## config.mk

```make
export PLATFORM = sky130hd
export DESIGN_NAME = tcam_lookup_stage
export DESIGN_NICKNAME = d
export VERILOG_FILES = /design/src/rtl/tcam_lookup_stage.sv
export SDC_FILE = /design/constraint.sdc
export NUM_CORES = 2
export LEC_CHECK = 0
export ABC_CLOCK_PERIOD_IN_PS = 2750
export BUFFER_PORTS_ARGS = -buffer_cell sky130_fd_sc_hd__clkbuf_2
export CORE_AREA = 2 2 384 386
export DETAILED_ROUTE_END_ITERATION = 16
export DIE_AREA = 0 0 386 388
export SKIP_LAST_GASP = 1
export SYNTH_ARGS = -nofsm -noshare
export SYNTH_HDL_FRONTEND = slang
export SYNTH_SLANG_ARGS = --single-unit
export TNS_END_PERCENT = 5
```

## constraint.sdc

```tcl
create_clock -name clk -period 2.75 [get_ports clk]
set_clock_uncertainty 0.1 [all_clocks]
set_input_delay 0.55 -clock clk [delete_from_list [all_inputs] [get_ports clk]]
set_output_delay 0.55 -clock clk [all_outputs]
set_load 0.05 [all_outputs]
```

## src/rtl/tcam_lookup_stage.sv

```systemverilog
// rtl/tcam_lookup_stage.sv - 16-entry ternary key match stage with result handshake and hit/miss statistics
module tcam_lookup_stage #(
  parameter int KEY_W = 32,
  parameter int CNT_W = 16
) (
  input  logic             clk,
  input  logic             rst_n,
  input  logic             key_valid,
  output logic             key_ready,
  input  logic [KEY_W-1:0] key,
  input  logic             wr_en,
  input  logic [3:0]       wr_index,
  input  logic [KEY_W-1:0] wr_key,
  input  logic [KEY_W-1:0] wr_mask,
  input  logic             wr_entry_valid,
  output logic             tcam_valid,
  input  logic             tcam_ready,
  output logic             tcam_hit,
  output logic [3:0]       tcam_hit_index,
  input  logic             clr_counters,
  output logic [CNT_W-1:0] hit_count,
  output logic [CNT_W-1:0] miss_count
);
  localparam int N_ENTRIES = 16;

  logic [KEY_W-1:0]     entry_key_q  [N_ENTRIES];
  logic [KEY_W-1:0]     entry_key_d  [N_ENTRIES];
  logic [KEY_W-1:0]     entry_mask_q [N_ENTRIES];
  logic [KEY_W-1:0]     entry_mask_d [N_ENTRIES];
  logic [N_ENTRIES-1:0] entry_en_q;
  logic [N_ENTRIES-1:0] entry_en_d;

  logic             tcam_valid_q, tcam_valid_d;
  logic             tcam_hit_q, tcam_hit_d;
  logic [3:0]       tcam_hit_index_q, tcam_hit_index_d;
  logic [CNT_W-1:0] hit_count_q, hit_count_d;
  logic [CNT_W-1:0] miss_count_q, miss_count_d;

  logic       accept;
  logic       match_hit;
  logic [3:0] match_index;

  assign key_ready = !tcam_valid_q || tcam_ready;
  assign accept    = key_valid && key_ready;

  always_comb begin
    for (int i = 0; i < N_ENTRIES; i++) begin
      entry_key_d[i]  = entry_key_q[i];
      entry_mask_d[i] = entry_mask_q[i];
    end
    entry_en_d = entry_en_q;
    if (wr_en) begin
      entry_key_d[wr_index]  = wr_key;
      entry_mask_d[wr_index] = wr_mask;
      entry_en_d[wr_index]   = wr_entry_valid;
    end
  end

  // Scan from the top so the lowest matching index is the last one written.
  // Only the registered table is used, so a same-cycle write is not seen here.
  always_comb begin
    match_hit   = 1'b0;
    match_index = '0;
    for (int i = N_ENTRIES - 1; i >= 0; i--) begin
      if (entry_en_q[i] && (((key ^ entry_key_q[i]) & entry_mask_q[i]) == '0)) begin
        match_hit   = 1'b1;
        match_index = 4'(i);
      end
    end
  end

  always_comb begin
    tcam_valid_d     = tcam_valid_q;
    tcam_hit_d       = tcam_hit_q;
    tcam_hit_index_d = tcam_hit_index_q;
    if (accept) begin
      tcam_valid_d     = 1'b1;
      tcam_hit_d       = match_hit;
      tcam_hit_index_d = match_index;
    end else if (tcam_ready) begin
      tcam_valid_d = 1'b0;
    end
  end

  // Clear takes priority over a same-cycle increment.
  always_comb begin
    hit_count_d  = hit_count_q;
    miss_count_d = miss_count_q;
    if (clr_counters) begin
      hit_count_d  = '0;
      miss_count_d = '0;
    end else if (accept) begin
      if (match_hit) begin
        if (hit_count_q != '1) hit_count_d = hit_count_q + CNT_W'(1);
      end else begin
        if (miss_count_q != '1) miss_count_d = miss_count_q + CNT_W'(1);
      end
    end
  end

  always_ff @(posedge clk or negedge rst_n) begin
    if (!rst_n) begin
      for (int i = 0; i < N_ENTRIES; i++) begin
        entry_key_q[i]  <= '0;
        entry_mask_q[i] <= '0;
      end
      entry_en_q       <= '0;
      tcam_valid_q     <= 1'b0;
      tcam_hit_q       <= 1'b0;
      tcam_hit_index_q <= '0;
      hit_count_q      <= '0;
      miss_count_q     <= '0;
    end else begin
      for (int i = 0; i < N_ENTRIES; i++) begin
        entry_key_q[i]  <= entry_key_d[i];
        entry_mask_q[i] <= entry_mask_d[i];
      end
      entry_en_q       <= entry_en_d;
      tcam_valid_q     <= tcam_valid_d;
      tcam_hit_q       <= tcam_hit_d;
      tcam_hit_index_q <= tcam_hit_index_d;
      hit_count_q      <= hit_count_d;
      miss_count_q     <= miss_count_d;
    end
  end

  assign tcam_valid     = tcam_valid_q;
  assign tcam_hit       = tcam_hit_q;
  assign tcam_hit_index = tcam_hit_index_q;
  assign hit_count      = hit_count_q;
  assign miss_count     = miss_count_q;

endmodule

```

-- Word-level counts from Yosys, hierarchy flattened
Index checks and enable logic that the tools add are counted.
- flip-flop bits (word level): 1078
- input bits: 107
- output and inout port bits: 39
- word-level logic and storage cells: 173
- $add $sub $neg: 2
- $lt $le $gt $ge: 4
- equal/unequal tests: 3
- multiplexer cells: 49
- bitwise gates (word level): 33
- reductions and logical operators: 44
- operators by type and width (cell ; count):
    $bwmux W512 ; 2
    $and A32 B32 Y32 ; 16
    $logic_not A32 Y1 ; 16
    $xor A32 B32 Y32 ; 16
    $demux W32 S4 ; 1
    $mux W16 ; 8
    $mux W4 ; 16
    $add A16 B1 Y16 const B ; 2
    $mux W32 ; 1
    $ne A16 B16 Y1 const B ; 2
    $logic_and A1 B1 Y1 ; 19
    $mux W1 ; 19
    $bwmux W16 ; 1
    $reduce_bool A2 Y1 ; 5
    $reduce_and A3 Y1 ; 2
    $ge A5 B5 Y1 const B ; 1
    $lt A4 B5 Y1 const B ; 1
    $lt A5 B1 Y1 const B ; 1
    $not A4 Y5 ; 1
    $demux W1 S4 ; 1
    $ge A4 B1 Y1 const B ; 1
    $ne A2 B2 Y1 const B ; 1
    $logic_not A1 Y1 ; 1
    $logic_or A1 B1 Y1 ; 1

-- Longest topological paths before layout
- depth after elaboration: 23
- depth in mapped cells: 12
- mapped depth without buffers: 9

-- Worst setup path before layout
Ideal clock, no wire load.
- path kind: flip-flop to flip-flop
- start: register miss_count_q[2], in the netlist miss_count[2]
- end: register miss_count_q[6], in the netlist miss_count[6]
- library setup time: 0.127 ns
- arrival: 2.721 ns
- data required time: 2.523 ns
- path slack: -0.198 ns
- cell stages (with the launch flop): 10
- buffers on the path: 0
- period minus slack after synthesis: 2.948 ns
- path through: dfrtp_1 > and3_1 > and3_1 > and3_1 > and3_1 > and3_1 > a31o_2 > nor3_4 > and4_1 > mux2_1
- longest elaborated chain between the ends: 5
- RTL lines (element ; RTL line ; RTL):
    start: declaration ; 37 ; logic [CNT_W-1:0] miss_count_q, miss_count_d;
    start signal: assignment ; 123 ; miss_count_q <= miss_count_d;
    $add A16 B1 Y16 ; 96 ; if (miss_count_q != '1) miss_count_d = miss_count_q + CNT_W'(1);
    $mux W16 ; 96 ;
    $mux W16 ; 93 ; if (match_hit) begin
    $mux W16 ; 92 ; end else if (accept) begin
    $mux W16 ; 89 ; if (clr_counters) begin
Parallel ways exist; a longest one is shown, timed or not. The select of a mux whose other input is x is not followed.
A chain may end at the register's enable or synchronous reset.

-- Final worst setup path
- start: register entry_key_q[25] (netlist bit)
- end: register miss_count_q[10], in the netlist miss_count[10]
- longest elaborated chain between the ends: 22
- RTL lines (element ; RTL line ; RTL):
    start: declaration ; 26 ; logic [KEY_W-1:0] entry_key_q [N_ENTRIES];
    start signal: indexed assignment ; 115 ; entry_key_q[i] <= entry_key_d[i];
    $xor A32 B32 Y32 ; 65 ; if (entry_en_q[i] && (((key ^ entry_key_q[i]) & entry_mask_q[i]) == '0)) begin
    $and A32 B32 Y32 ; 65 ;
    $logic_not A32 Y1 ; 65 ;
    $logic_and A1 B1 Y1 ; 65 ;
    $mux W1 (16 in series) ; 65 ;
    $ne A2 B2 Y1 (no line) ; -- ;
    $reduce_and A3 Y1 (no line) ; -- ;
No other way between the ends.

==> results.cfg <==
[timing]
setup_violations = 37
fmax_mhz = 322.4
whs_ns = 0.2115
rsz0062_at_grt = true
slew_headroom_pct = 17.83
worst_slew_pin_slew_ns = 1.233
finalMaxSlewViolations = 0
fin_crit_sh_pct = 112.8
postLayoutSetupSlackWorst_ns = -0.3516
final_hold_viol_count = 0
finalCriticalPeriod_ns = 3.102

[power]
p_per_area_nw_per_um2 = 824.6
switchingPower_mw = 16.05
combPwrFrac_pct = 25.6
intPower_mw = 35.97
clockPowerShare_pct = 32.0
power_mw = 52.02
p_leak_nw = 28.08
peakVddDrop_v = 0.0005335
swShare_pct = 30.85
p_seq_share_pct = 42.3

[synth]
yosysTopAreaCell = dfrtp_1
synth-compound-area-share_pct = 7.710
synth_top_family_by_area = multiplexers
synth_edf_count = 0
yosys_warnings = 0
ys_ff_latch = 1078
syn_area_sq_um = 50730
async_reset_ff_share_pct = 100.0
synth_top_area_share_pct = 53.18
muxShareOfSynthArea_pct = 23.39
synth_simple_gate_area_share_pct = 3.993
ys_seq_area_share_pct = 53.18
synth_xor_area_share_pct = 8.923
syn-num-nets = 3869
synth_ff_type = dfrtp_1
syn-mean-instance-area_sq_um = 13.49
synth_area_leaders = dfrtp_1, mux2_2, xor2_1
synthDistinctLibCells = 54
synthCells = 3760
synthAdderAreaFrac_pct = 0.04933

[status]
status = finished, violations left
violations = negative setup slack

[worst_setup_path]
r2r_start = entry_key_q[25]
rrSetupSlack_ns = -0.35
end_kind = flop
critPathLaunchType = flop
r2r_end = miss_count[10]
crit_fanout = 8
cp.required_ns = 3.25
crit_arrival_ns = 3.60
crit_type = flop to flop
rr_worst_depth = 10

[floorplanning]
die-area_sq_um = 149800
die_y_um = 388
die_w_um = 386
num_rows = 140
start_util_pct = 34.93
core_area_sq_um = 145200
ios = 146

[min_path]
min_to = hit_count[3]
holdCritStartpoint = clr_counters
hold_path_depth = 2
worst_hold_path_type = primary input to flop

[grt]
gr-usage-all-layers_pct = 26.66
gr-total-overflow = 0
grt_max_degree = 92
grt_pass1_vias = 36221
grt_pass1_wl_um = 281800
antenna_found_initial = 45

[route]
drtPass1Iterations = 6
drt_iter0_markers = 5138
ant_nets = 0
wirelength_um = 202300
route.detailed.drc = 0
wl_per_cell_um = 31.51
via_count = 37518
routed_via_density = 5.845

[clocking]
cts_tree = yes
clkSinkCount = 1078
path_clk_slew_ns = 0.07
cts_inserted_buffers = 115
clock_latency_ns = 0.77
root_buffer = clkbuf_16
clk_path_buf_depth = 3
cts_max_level = 3

[layout]
layout_common_cells = dfrtp_1, mux2_2, xor2_1
final_common_cell = dfrtp_1
syn2layout_area_growth_pct = 24.34
nFillCells = 13271
nets = 4492
layout.cells.non_filler = 6419
drive_above_1_share_pct = 46.34
fin_util_pct = 43.44

[placement]
dp.cells = 6176
dp_hpwl_um = 128700
place_congestion = 0.9270
io_buffers = 145
post-place-ws_ns = -1.173

[run]
maxCapViolCount = 0
-- how the worst max path moves through the flow --
stage / from / to / slack, ns / cells past startpoint
after floorplan: key[17] / miss_count[4] / -0.03 / 11
after global placement: key[26] / hit_count[6] / -1.21 / 14
after detailed placement: key[26] / hit_count[6] / -1.17 / 14
after CTS: entry_key_q[217] / hit_count[14] / -0.32 / 12
after global routing: entry_key_q[217] / hit_count[12] / -0.38 / 13
final: entry_key_q[25] / miss_count[10] / -0.35 / 10
-- through the flow --
step           area [sq um]  TNS (ns)
2_1_floorplan         50960   -0.2421
3_3_place_gp          58690    -37.05
3_5_place_dp          58690    -36.35
4_1_cts               62970    -8.368
5_1_grt               63030    -10.88
6_report              63080    -9.246
-- power by group through the flow --
stage,Combinational [mW],Sequential (mW),Clock (mW)
after floorplan,7.38,21.6,0
after global placement,12.8,22.1,0
after detailed placement,13.0,22.2,0
after CTS,13.1,22.0,16.8
after global routing,14.1,22.5,17.4
final,13.3,22.0,16.7
-- final cells by class --
type / count / area, sq um / area share [%]
Antenna cell: 22 / 55.05 / 0.08728
Timing Repair Buffer: 757 / 6778 / 10.75
Inverter: 6 / 22.52 / 0.03570
Sequential cell: 1078 / 26990 / 42.78
Multi-Input combinational cell: 2425 / 22790 / 36.12
Clock inverter: 40 / 571.8 / 0.9065
Clock buffer: 174 / 3481 / 5.518
Tap cell: 1917 / 2399 / 3.803
-- kinds of logic after synthesis --
logic type,after synthesis
buffers and inverters,258
DFF,1078
adders and majority gates,2
muxes,1054
xor gates and xnor gates,516
AOI/OAI and AO/OA,506
and+or+nand+nor,346
-- per-layer routing --
| metal | track usage [%] | share of wire, % | up-vias |
|---|---|---|---|
| met5 | 0 | 0.021 | - |
| met3 | 5.190 | 10 | 402 |
| met4 | 11.41 | 4.5 | 6 |
| met2 | 39.10 | 44 | 2148 |
| met1 | 38.11 | 42 | 19816 |
| li1 | - | - | 15146 |
-- sequential cells by signal (all words and copies together) (netlist names) --
name	flops
entry_key_q	512
entry_mask_q	512
entry_en_q	16
hit_count	16
miss_count	16
tcam_hit_index	4
tcam_hit	1
tcam_valid	1
-- Yosys cell counts, types with 20 or more instances --
cell type,number
clkbuf_1,175
dfrtp_1,1078
a222oi_1,32
nor2_1,29
a22o_1,20
nand4_1,117
buf_6,47
nand2_1,67
mux2_2,1045
xor2_1,511
a22oi_1,380
-- worst max-delay path, stage by stage, from the launching register on --
cell	delay, ns
dfrtp_1	0.42
xor2_1	0.49
a22o_1	0.24
a221oi_1	0.05
and3_1	0.19
a22oi_2	0.27
nand4_4	0.27
nor3_4	0.23
buf_6	0.16
and4_1	0.20
mux2_1	0.32
-- repair_timing --
item / 4_1_cts / 5_1_grt
resized for setup: 33 / 8
pin swaps: 26 / 6
endpoints found under the setup margin: 37 / 37
setup buffers: 4 / 1
gates cloned: 2 / 0
hold buffers: 3 / 0
endpoints found under the hold margin: 32 / 0
(Power assumes the default switching activity.)
